==> src/rtl/mult_pkg.sv <==
// Shared types and helpers for the shift-add multiplier control unit.
package mult_pkg;

  typedef enum logic [2:0] {
    IDLE  = 3'd0,
    CLR   = 3'd1,
    ADD   = 3'd2,
    SHIFT = 3'd3,
    DONE  = 3'd4
  } mult_state_t;

  localparam int N_BITS_DEFAULT = 8;

  // True on the final iteration, where the partial product is subtracted.
  function automatic logic last_iter(input int unsigned k, input int unsigned n_bits);
    return (k == (n_bits - 32'd1));
  endfunction

endpackage

==> src/rtl/mult_iter_counter.sv <==
// Iteration counter for the multiplier: cleared in CLR, stepped after each
// non-final SHIFT, and flags the last iteration.
module mult_iter_counter
  import mult_pkg::*;
#(
  parameter int N_BITS = N_BITS_DEFAULT,
  localparam int KW    = $clog2(N_BITS)
) (
  input  logic          Clk,
  input  logic          Reset,
  input  logic          clear,
  input  logic          inc,
  output logic [KW-1:0] k,
  output logic          last
);

  logic [KW-1:0] k_q;
  logic [KW-1:0] k_d;

  // Next count: clear has priority over increment.
  always_comb begin
    k_d = k_q;
    if (clear) begin
      k_d = '0;
    end else if (inc) begin
      k_d = k_q + {{(KW-1){1'b0}}, 1'b1};
    end else begin
      k_d = k_q;
    end
  end

  // Count register.
  always_ff @(posedge Clk) begin
    if (Reset) begin
      k_q <= '0;
    end else begin
      k_q <= k_d;
    end
  end

  assign k    = k_q;
  assign last = last_iter(32'(k_q), N_BITS);

endmodule

==> src/rtl/mult_control_unit.sv <==
// Control FSM for the signed shift-add multiplier. Optional input
// synchronizers on Run/ClearA_LoadB_In are enabled with RUN_SYNC_EN.
module mult_control_unit
  import mult_pkg::*;
#(
  parameter int N_BITS = N_BITS_DEFAULT
) (
  input  logic Clk,
  input  logic Reset,
  input  logic Run,
  input  logic ClearA_LoadB_In,
  input  logic M,
  output logic ClearA_LoadB,
  output logic ClearA,
  output logic Add,
  output logic Sub,
  output logic Shift_En,
  output logic Busy,
  output logic Done
);

  localparam int KW = $clog2(N_BITS);

  mult_state_t   state_q;
  logic          run_s;
  logic          cl_in_s;
  logic [KW-1:0] k_s;
  logic          last_s;

`ifdef RUN_SYNC_EN
  logic run_meta_q;
  logic run_sync_q;
  logic cl_meta_q;
  logic cl_sync_q;

  // Two-flop synchronizers for the asynchronous button levels.
  always_ff @(posedge Clk) begin
    if (Reset) begin
      run_meta_q <= 1'b0;
      run_sync_q <= 1'b0;
      cl_meta_q  <= 1'b0;
      cl_sync_q  <= 1'b0;
    end else begin
      run_meta_q <= Run;
      run_sync_q <= run_meta_q;
      cl_meta_q  <= ClearA_LoadB_In;
      cl_sync_q  <= cl_meta_q;
    end
  end

  assign run_s   = run_sync_q;
  assign cl_in_s = cl_sync_q;
`else
  assign run_s   = Run;
  assign cl_in_s = ClearA_LoadB_In;
`endif

  mult_iter_counter #(
    .N_BITS (N_BITS)
  ) u_iter_counter (
    .Clk   (Clk),
    .Reset (Reset),
    .clear (state_q == CLR),
    .inc   ((state_q == SHIFT) && !last_s),
    .k     (k_s),
    .last  (last_s)
  );

  // State register and transitions; load request wins over Run in IDLE.
  always_ff @(posedge Clk) begin
    if (Reset) begin
      state_q <= IDLE;
    end else begin
      case (state_q)
        IDLE: begin
          if (cl_in_s) begin
            state_q <= IDLE;
          end else if (run_s) begin
            state_q <= CLR;
          end else begin
            state_q <= IDLE;
          end
        end
        CLR:   state_q <= ADD;
        ADD:   state_q <= SHIFT;
        SHIFT: state_q <= last_s ? DONE : ADD;
        DONE:  state_q <= run_s ? DONE : IDLE;
        default: state_q <= IDLE;
      endcase
    end
  end

  // Output decode: strobes follow the state register; Add/Sub also follow M.
  always_comb begin
    ClearA_LoadB = 1'b0;
    ClearA       = 1'b0;
    Add          = 1'b0;
    Sub          = 1'b0;
    Shift_En     = 1'b0;
    Busy         = 1'b0;
    Done         = 1'b0;
    case (state_q)
      IDLE: ClearA_LoadB = cl_in_s;
      CLR: begin
        ClearA = 1'b1;
        Busy   = 1'b1;
      end
      ADD: begin
        Busy = 1'b1;
        if (last_s) begin
          Sub = M;
        end else begin
          Add = M;
        end
      end
      SHIFT: begin
        Shift_En = 1'b1;
        Busy     = 1'b1;
      end
      DONE:    Done = 1'b1;
      default: Busy = 1'b0;
    endcase
  end

endmodule

==> config.mk <==
export PLATFORM = sky130hd
export DESIGN_NAME = mult_control_unit
export DESIGN_NICKNAME = d
export VERILOG_FILES = /design/src/rtl/mult_pkg.sv /design/src/rtl/mult_iter_counter.sv /design/src/rtl/mult_control_unit.sv
export SDC_FILE = /design/constraint.sdc
export NUM_CORES = 1
export LEC_CHECK = 0
export ABC_AREA = 1
export BUFFER_PORTS_ARGS = -buffer_cell sky130_fd_sc_hd__buf_4
export CORE_AREA = 2 2 39 41
export DETAILED_ROUTE_END_ITERATION = 10
export DIE_AREA = 0 0 41 43
export SYNTH_ARGS = -nofsm -noshare
export SYNTH_HDL_FRONTEND = slang
export SYNTH_HIERARCHICAL = 1
export SYNTH_SLANG_ARGS = --single-unit
==> constraint.sdc <==
create_clock -name Clk -period 1.2 [get_ports Clk]
set_input_delay 0.24 -clock Clk [delete_from_list [all_inputs] [get_ports Clk]]
set_output_delay 0.24 -clock Clk [all_outputs]
set_load 0.05 [all_outputs]
== After elaboration in Yosys (flattened, before gate mapping) ==
Index checks and enable logic that the tools add are counted.

* Flip-flop bits (word level): 6
* Input port bits: 5
* Output and inout port bits: 7

* Add/sub/neg operators: 1
* Equal/unequal tests: 5
* Multiplexer cells: 14
* Reduce and logical (&&, ||, !) cells: 5

{| class="wikitable"
|+ Operators with widths
! operator !! count
|-
| case mux 3 bit (5 select lines) || 1
|-
| 2-to-1 mux 1 bit || 11
|-
| equality test 3 x 2 -> 1 bit (second input constant) || 2
|-
| equality test 3 bit (second input constant) || 2
|-
| 2-to-1 mux 3 bit || 2
|-
| adder 3 x 1 -> 3 bit (second input constant) || 1
|-
| equality test 3 x 1 -> 1 bit (second input constant) || 1
|-
| logical NOT 3 bit || 1
|-
| OR reduction 3 bit || 1
|-
| OR reduction 2 bit || 1
|-
| logical AND 1 bit || 1
|-
| logical NOT 1 bit || 1
|}

== Longest topological paths before layout ==
Gate-level depths: netlist of the first run.

* Depth after elaboration: 3
* Gate-level depth with buffers: 7
* Mapped depth without buffers: 7

== Cells and area by module ==
The synthesis of the first run kept the hierarchy.

{| class="wikitable"
|+ Modules (own cells, without submodules)
! module !! times used !! cells an instance !! area each (um2)
|-
| mult_control_unit || 1 || 28 || 195.2
|-
| mult_iter_counter || 1 || 23 || 155.1
|}

== Worst setup path before layout of the first run ==
Ideal clock, no wire load.

* Path kind: register to register
* From: reg state_q[1]
* To: reg u_iter_counter.k_q[1], in the netlist u_iter_counter/k[1]
* Data arrival time: 1.922 ns
* Setup slack: -0.835 ns
* Stages on the path, launching flop included: 6
* Path buffers: 1
* Cell sequence: dfxtp_1 buf_4 nor3_1 nor2_1 nand2_1 nor2_1

* Longest elaborated chain between the ends: 2

{| class="wikitable"
|+ RTL lines
! what !! RTL line !! source
|-
| start, declared || mult_control_unit.sv:24 || <nowiki>mult_state_t state_q;</nowiki>
|-
| start signal, assigned || mult_control_unit.sv:86 || <nowiki>SHIFT: state_q <= last_s ? DONE : ADD;</nowiki>
|-
| start signal, assigned || mult_control_unit.sv:87 || <nowiki>DONE: state_q <= run_s ? DONE : IDLE;</nowiki>
|-
| equality test 3 x 1 -> 1 bit / equality test 3 x 2 -> 1 bit (equally long branches) || mult_control_unit.sv:63, mult_control_unit.sv:64 ||
|-
| OR reduction 2 bit (no line) / logical AND 1 bit (equally long branches) || n/a ||
|-
| end signal, assigned || mult_iter_counter.sv:37 || <nowiki>k_q <= k_d;</nowiki>
|-
| end, declared || mult_iter_counter.sv:17 || <nowiki>logic [KW-1:0] k_q;</nowiki>
|}

Parallel ways exist; a longest one is shown, timed or not.
A chain may end at the register's enable or synchronous reset.

== Worst setup path in the final report of the first run ==
* From: reg u_iter_counter.k_q[1], in the netlist u_iter_counter/k[1]
* To: out Add

* Longest elaborated chain between the ends: 3

{| class="wikitable"
|+ RTL lines
! what !! RTL line !! source
|-
| equality test 3 bit || mult_pkg.sv:16 || <nowiki>return (k == (n_bits - 32'd1));</nowiki>
|-
| net last_s || mult_control_unit.sv:28 || <nowiki>logic last_s;</nowiki>
|-
| 2-to-1 mux 1 bit || mult_control_unit.sv:110 || <nowiki>if (last_s) begin</nowiki>
|-
| 2-to-1 mux 1 bit || mult_control_unit.sv:102 || <nowiki>case (state_q)</nowiki>
|-
| end, declared || mult_control_unit.sv:15 || <nowiki>output logic Add,</nowiki>
|}

The timed path passes the listed nets, and every way through them passes these cells.

==> run metrics, run 1 <==
outcome=finished, violations left; failing checks=setup timing; leading cell type in the layout, fill and taps excluded=buf_4; Multi-input gate area=295 um^2; TNS Setup=-1.23 ns; Compound-Gate Fraction of Synth Area=4.29%; CTS tree=built; Worst R2R Setup Slack=-0.04 ns; post-synthesis area per instance=6.87 um^2; Net Sw Power=198 uW; Synth Area in XOR/XNOR=0%; sw frac=30.6%; post-synth cell types=15; initial core utilization=25.3%; CTS buffer count=3; worst setup margin=-0.292 ns; relative slew slack=89.0%; crit path cell chain=ha_4 > ha_4 > nor3b_4 > buf_6; Final Hold Vio Count=0; largest family of logic cells by synthesized area=simple AND/OR/NAND/NOR gates; GRT overflow=0; mux contribution to synthesized area=0%; Iteration-0 DRC Markers=4; Yosys warnings=6; vias in the first global route=395; part of the power in registers=33.7%; antenna violations before repair=0; register area=129 um^2; setup violators final=10; ant diodes=0; synthesis-stage register bit count=6; Die Y=43 um; Hold-fix buffers, CTS=0; CTS sink cnt=6; Core Box Area=1380 um^2; Total GRT Usage=13.1%; Slowest cell on crit path=dfxtp_2; Critical Setup Path Class=reg -> out; drt total wl=906 um; CP most frequent cell=ha_4; P_leak=0.000323 uW; skew final=0.00391 ns; Comb power frac=36.6%; max cap viols=0; drt pass-1 iters=4; largest net degree at the start of global routing=7; wire per inst=9.44 um; FMAX=0.670 GHz; Core Rows=14; Final period util=124%; Max stage delay on crit path=0.33 ns; maximum clock path buffer count=2; simple-gate share of the synthesized area=41.4%; Syn Inst Count=51; I/O Pins=12; Tightest Pin Transition=0.164 ns; Clock Latency Late Sink=0.24 ns; H-tree level count=1; # port buffers=11; Internal Power=448 uW; HP Class=in -> reg; Root Buffer=clkbuf_4; critical path peak fanout=4; Startpoint Class=flip-flop; register area share after synthesis=34.3%; clock-pin slew on the worst setup and hold paths=0.05 ns; Final min period=1.49 ns; Pwr per Cell Area=842 nW/um^2; layout net count=88; VDD IR max=383 uV; vias per std cell=4.28; Die Span X=41 um; Post-Synth Adder-Cell Area=7.14%; Antenna Nets Post-Route=0; Max Slew Vio Count=0; Synth Cell Area=350 um^2; die area=1760 um^2; via count=411; first-pass GRT wire length=1510 um; share of cells above drive strength 1=66.3%; crit path DAT=1.25 ns; unrepaired setup endpoints after global routing=true; Filler cells=132; placed cell count=87; Post-Syn Nets=58; CP Capture Type=output pin; Layout area overhead=119%; commonest non-fill, non-tap cells in the layout=15 x buf_4, 8 x nand2_1, 7 x buf_6; Final Wtd Congestion=0.646; clock power share=29.7%; CP required=0.96 ns; final cell count without fillers=96; DRC viols=0
## final timing paths
path | from | end | depth (start not counted)
worst max-delay path | u_iter_counter/k[1] | Add | 4
worst min-delay path | Reset | state_q[1] | 2
worst max register to register | u_iter_counter/k[1] | u_iter_counter/k[0] | 9
worst min register to register | u_iter_counter/k[1] | u_iter_counter/k[1] | 2
## power groups by stage
stage	sequential, uW	clock (uW)	combinational [uW]
after floorplan	220	0	112
after global placement	220	0	184
after detailed placement	221	0	185
after CTS	218	204	229
after global routing	218	217	252
final	218	192	236
## registers in the layout, summed over array words and instances, names as in the netlist
signal and count:
state_q 3, u_iter_counter/k 3
## per-stage QoR
step	hold slack [ns]	util, %	power (uW)	worst slack (ns)	area (um^2)
floorplan	0.299	-	331	-0.161	423
global placement	0.450	43.8	404	-0.0377	606
detailed placement	0.451	43.8	406	-0.0537	606
CTS	0.184	53.3	650	-0.293	737
global route	0.188	55.4	688	-0.349	767
finish	0.194	55.4	645	-0.292	767
## worst max-delay path, delay by kind of cell (launching register included)
kind	cells	cell delay, ns
and+or+nand+nor	1	0.18
DFF	1	0.33
adders and majority gates	2	0.33
buffers and inverters	1	0.18
## per-layer routing
metal | up-vias | wire [um] | track usage (%)
met2 | 11 | 495 | 21.9
met5 | - | 0 | 0
li1 | 220 | - | -
met1 | 180 | 364 | 14.7
met3 | 0 | 46 | 3.14
met4 | 0 | 0 | 6.00
## cells by family (layout without fill, tap and decap cells)
kind of cell	after synthesis	in the layout
AND/OR/NAND/NOR	29	29
AO/OA/AOI/OAI	3	3
adder cells (fa/ha/maj)	2	2
buffers and inverters	11	40
flip-flops	6	6
## cells in the mapped netlist
cell     count  share of area [%]
and3_1       1                1.8
nand4_1      1                1.8
dfxtp_1      6                 34
inv_2        3                3.2
nor3b_2      2                7.1
a21oi_1      2                2.9
o21ai_1      1                1.4
nor3_1       2                2.9
inv_1        7                7.5
buf_4        1                2.1
nor2_1       8                8.6
nor2_2       2                3.6
nand2_1      8                8.6
ha_1         2                7.1
nand3_1      5                7.1
## layout make-up
cell class                 instances  area share (%)
clock buffer                       4            3.43
tap                               16            2.61
multi-input combinational         34            38.5
inverter                          10            5.22
sequential                         6            16.8
timing repair buffer              26            33.4
## repair_timing
item                       CTS  global route
hold endpoints to repair     0             0
gates resized for setup     20             5
buffers inserted             4             1
setup endpoints to repair    8             9
pin swaps                    3             4
(Power assumes the default switching activity.)
==> run 2: changes to the inputs <==
--- a/config.mk
+++ b/config.mk
@@ -10,6 +10,7 @@
 export CORE_AREA = 2 2 39 41
 export DETAILED_ROUTE_END_ITERATION = 10
 export DIE_AREA = 0 0 41 43
+export SETUP_SLACK_MARGIN = 0.02
 export SYNTH_ARGS = -nofsm -noshare
 export SYNTH_HDL_FRONTEND = slang
 export SYNTH_HIERARCHICAL = 1
==> run 2 against run 1 <==
  * The flow still finishes with violations (setup timing)
  * Critical path type unchanged
  * Combinational power barely moved
  * Sequential power barely moved
  * Clock-buffer cell count did not move
  * Final cell count did not move
  * Worst hold slack did not move
  * First-iteration DRC count did not move
  * Clock power barely moved
  * Clock skew did not move
  * Setup slack did not move
  * Largest cell class unchanged
  * Routed wire length did not move
  * Die area did not move
  * Sequential share of layout area did not move
==> run metrics, run 2 (synthesis results as in run 1) <==
Max Slew Vio Count=0 (unchanged); share of cells above drive strength 1=66.3% (unchanged); DRC viols=0 (unchanged); Core Box Area=1380 um^2 (unchanged); antenna violations before repair=0 (unchanged); initial core utilization=25.3% (unchanged); Final Hold Vio Count=0 (unchanged); reg2reg start=u_iter_counter/k[1]; failing checks=setup timing; Root Buffer=clkbuf_4; Pwr per Cell Area=842 nW/um^2 (unchanged); layout net count=88 (unchanged); final cell count without fillers=96 (unchanged); Slowest cell on crit path=dfxtp_2; via count=411 (unchanged); Final Wtd Congestion=0.646 (unchanged); H-tree level count=1 (unchanged); Total GRT Usage=13.1% (unchanged); wire per inst=9.44 um (unchanged); VDD IR max=383 uV (unchanged); outcome=finished, violations left; vias in the first global route=395 (unchanged); TNS Setup=-1.23 ns (unchanged); Startpoint Class=flip-flop; Clock Latency Late Sink=0.24 ns (about the same); die area=1760 um^2 (unchanged); Worst R2R Setup Slack=-0.04 ns (about the same); Antenna Nets Post-Route=0 (unchanged); drt total wl=906 um (unchanged); Hold-fix buffers, CTS=0 (unchanged); Worst Setup SP=u_iter_counter/k[1]; ant diodes=0 (unchanged); Final period util=124% (unchanged); Filler cells=132 (unchanged); HP Class=in -> reg; drt pass-1 iters=4 (unchanged); P_leak=0.000323 uW (unchanged); CTS sink cnt=6 (unchanged); Iteration-0 DRC Markers=4 (unchanged); crit path DAT=1.25 ns (about the same); I/O Pins=12 (unchanged); vias per std cell=4.28 (unchanged); critical path peak fanout=4 (unchanged); CTS buffer count=3 (unchanged); first-pass GRT wire length=1510 um (unchanged); GRT overflow=0 (unchanged); unrepaired setup endpoints after global routing=true; CP required=0.96 ns (about the same); Core Rows=14 (unchanged); skew final=0.00391 ns (unchanged); Die Span X=41 um (unchanged); commonest non-fill, non-tap cells in the layout=15 x buf_4, 8 x nand2_1, 7 x buf_6; CP Capture Type=output pin; Final Util=55.4% (unchanged); crit path capture=Add; CTS tree=built; clock-pin slew on the worst setup and hold paths=0.05 ns (about the same); post-place setup slack=-0.0537 ns (unchanged); FMAX=0.670 GHz (unchanged); relative slew slack=89.0% (unchanged); max cap viols=0 (unchanged); Critical Setup Path Class=reg -> out; Max stage delay on crit path=0.33 ns (about the same); Layout area overhead=119% (unchanged); maximum clock path buffer count=2 (unchanged); Tightest Pin Transition=0.164 ns (unchanged); crit path cell chain=ha_4 > ha_4 > nor3b_4 > buf_6; CP most frequent cell=ha_4; leading cell type in the layout, fill and taps excluded=buf_4; Final min period=1.49 ns (unchanged); hold slack=0.194 ns (unchanged); placed cell count=87 (unchanged); Die Y=43 um (unchanged); reg-to-reg endpoint=u_iter_counter/k[0]; reg2reg path depth=9 (unchanged); worst setup margin=-0.292 ns (unchanged); # port buffers=11 (unchanged); largest net degree at the start of global routing=7 (unchanged); setup violators final=10 (unchanged)
==> run 2: metal layers <==
metal  share of wire, %  up-vias  global-route usage (%)
met5                  0        -                       0
met4                  0        0                    6.00
met3                5.1        0                    3.14
met2                 55       11                    21.9
met1                 40      180                    14.7
li1                   -      220                       -
==> run 2: cell type report <==
class | instances | area (um^2) | area share (%)
timing repair buffer | 26 | 256 | 33.4
multi-input combinational | 34 | 295 | 38.5
tap | 16 | 20.0 | 2.61
inverter | 10 | 40.0 | 5.22
clock buffer | 4 | 26.3 | 3.43
sequential | 6 | 129 | 16.8
==> run 2: worst min path at each step <==
stage / start / end / slack, ns / depth (start not counted)
after floorplan: Reset / state_q[0] / 0.30 / 1
after global placement: Reset / state_q[1] / 0.45 / 2
after detailed placement: Reset / state_q[1] / 0.45 / 2
after CTS: Reset / state_q[1] / 0.18 / 2
after global routing: Reset / state_q[1] / 0.19 / 2
final: Reset / state_q[1] / 0.19 / 2
==> run 2: timing repair <==
item | CTS | global route
buffers inserted | 4 | 1
setup endpoints to repair | 8 | 10
gates resized for setup | 20 | 5
pin swaps | 3 | 4
==> run 2: through the flow <==
step           cell area, um^2  power (uW)
2_1_floorplan              423         331
3_5_place_dp               606         406
3_3_place_gp               606         404
6_report                   767         645
5_1_grt                    767         688
4_1_cts                    737         650
==> run 2: worst max-delay path, delay by kind of cell (launching register included) <==
kind / cells / cell delay, ns
DFF: 1 / 0.33
adders and majority gates: 2 / 0.33
and+or+nand+nor: 1 / 0.18
buffers and inverters: 1 / 0.18
==> run 2: power breakdown <==
part           switching, uW  leakage [uW]  internal (uW)
clock network           66.1     0.0000150            126
logic                    122      0.000257            114
registers               9.07     0.0000513            208
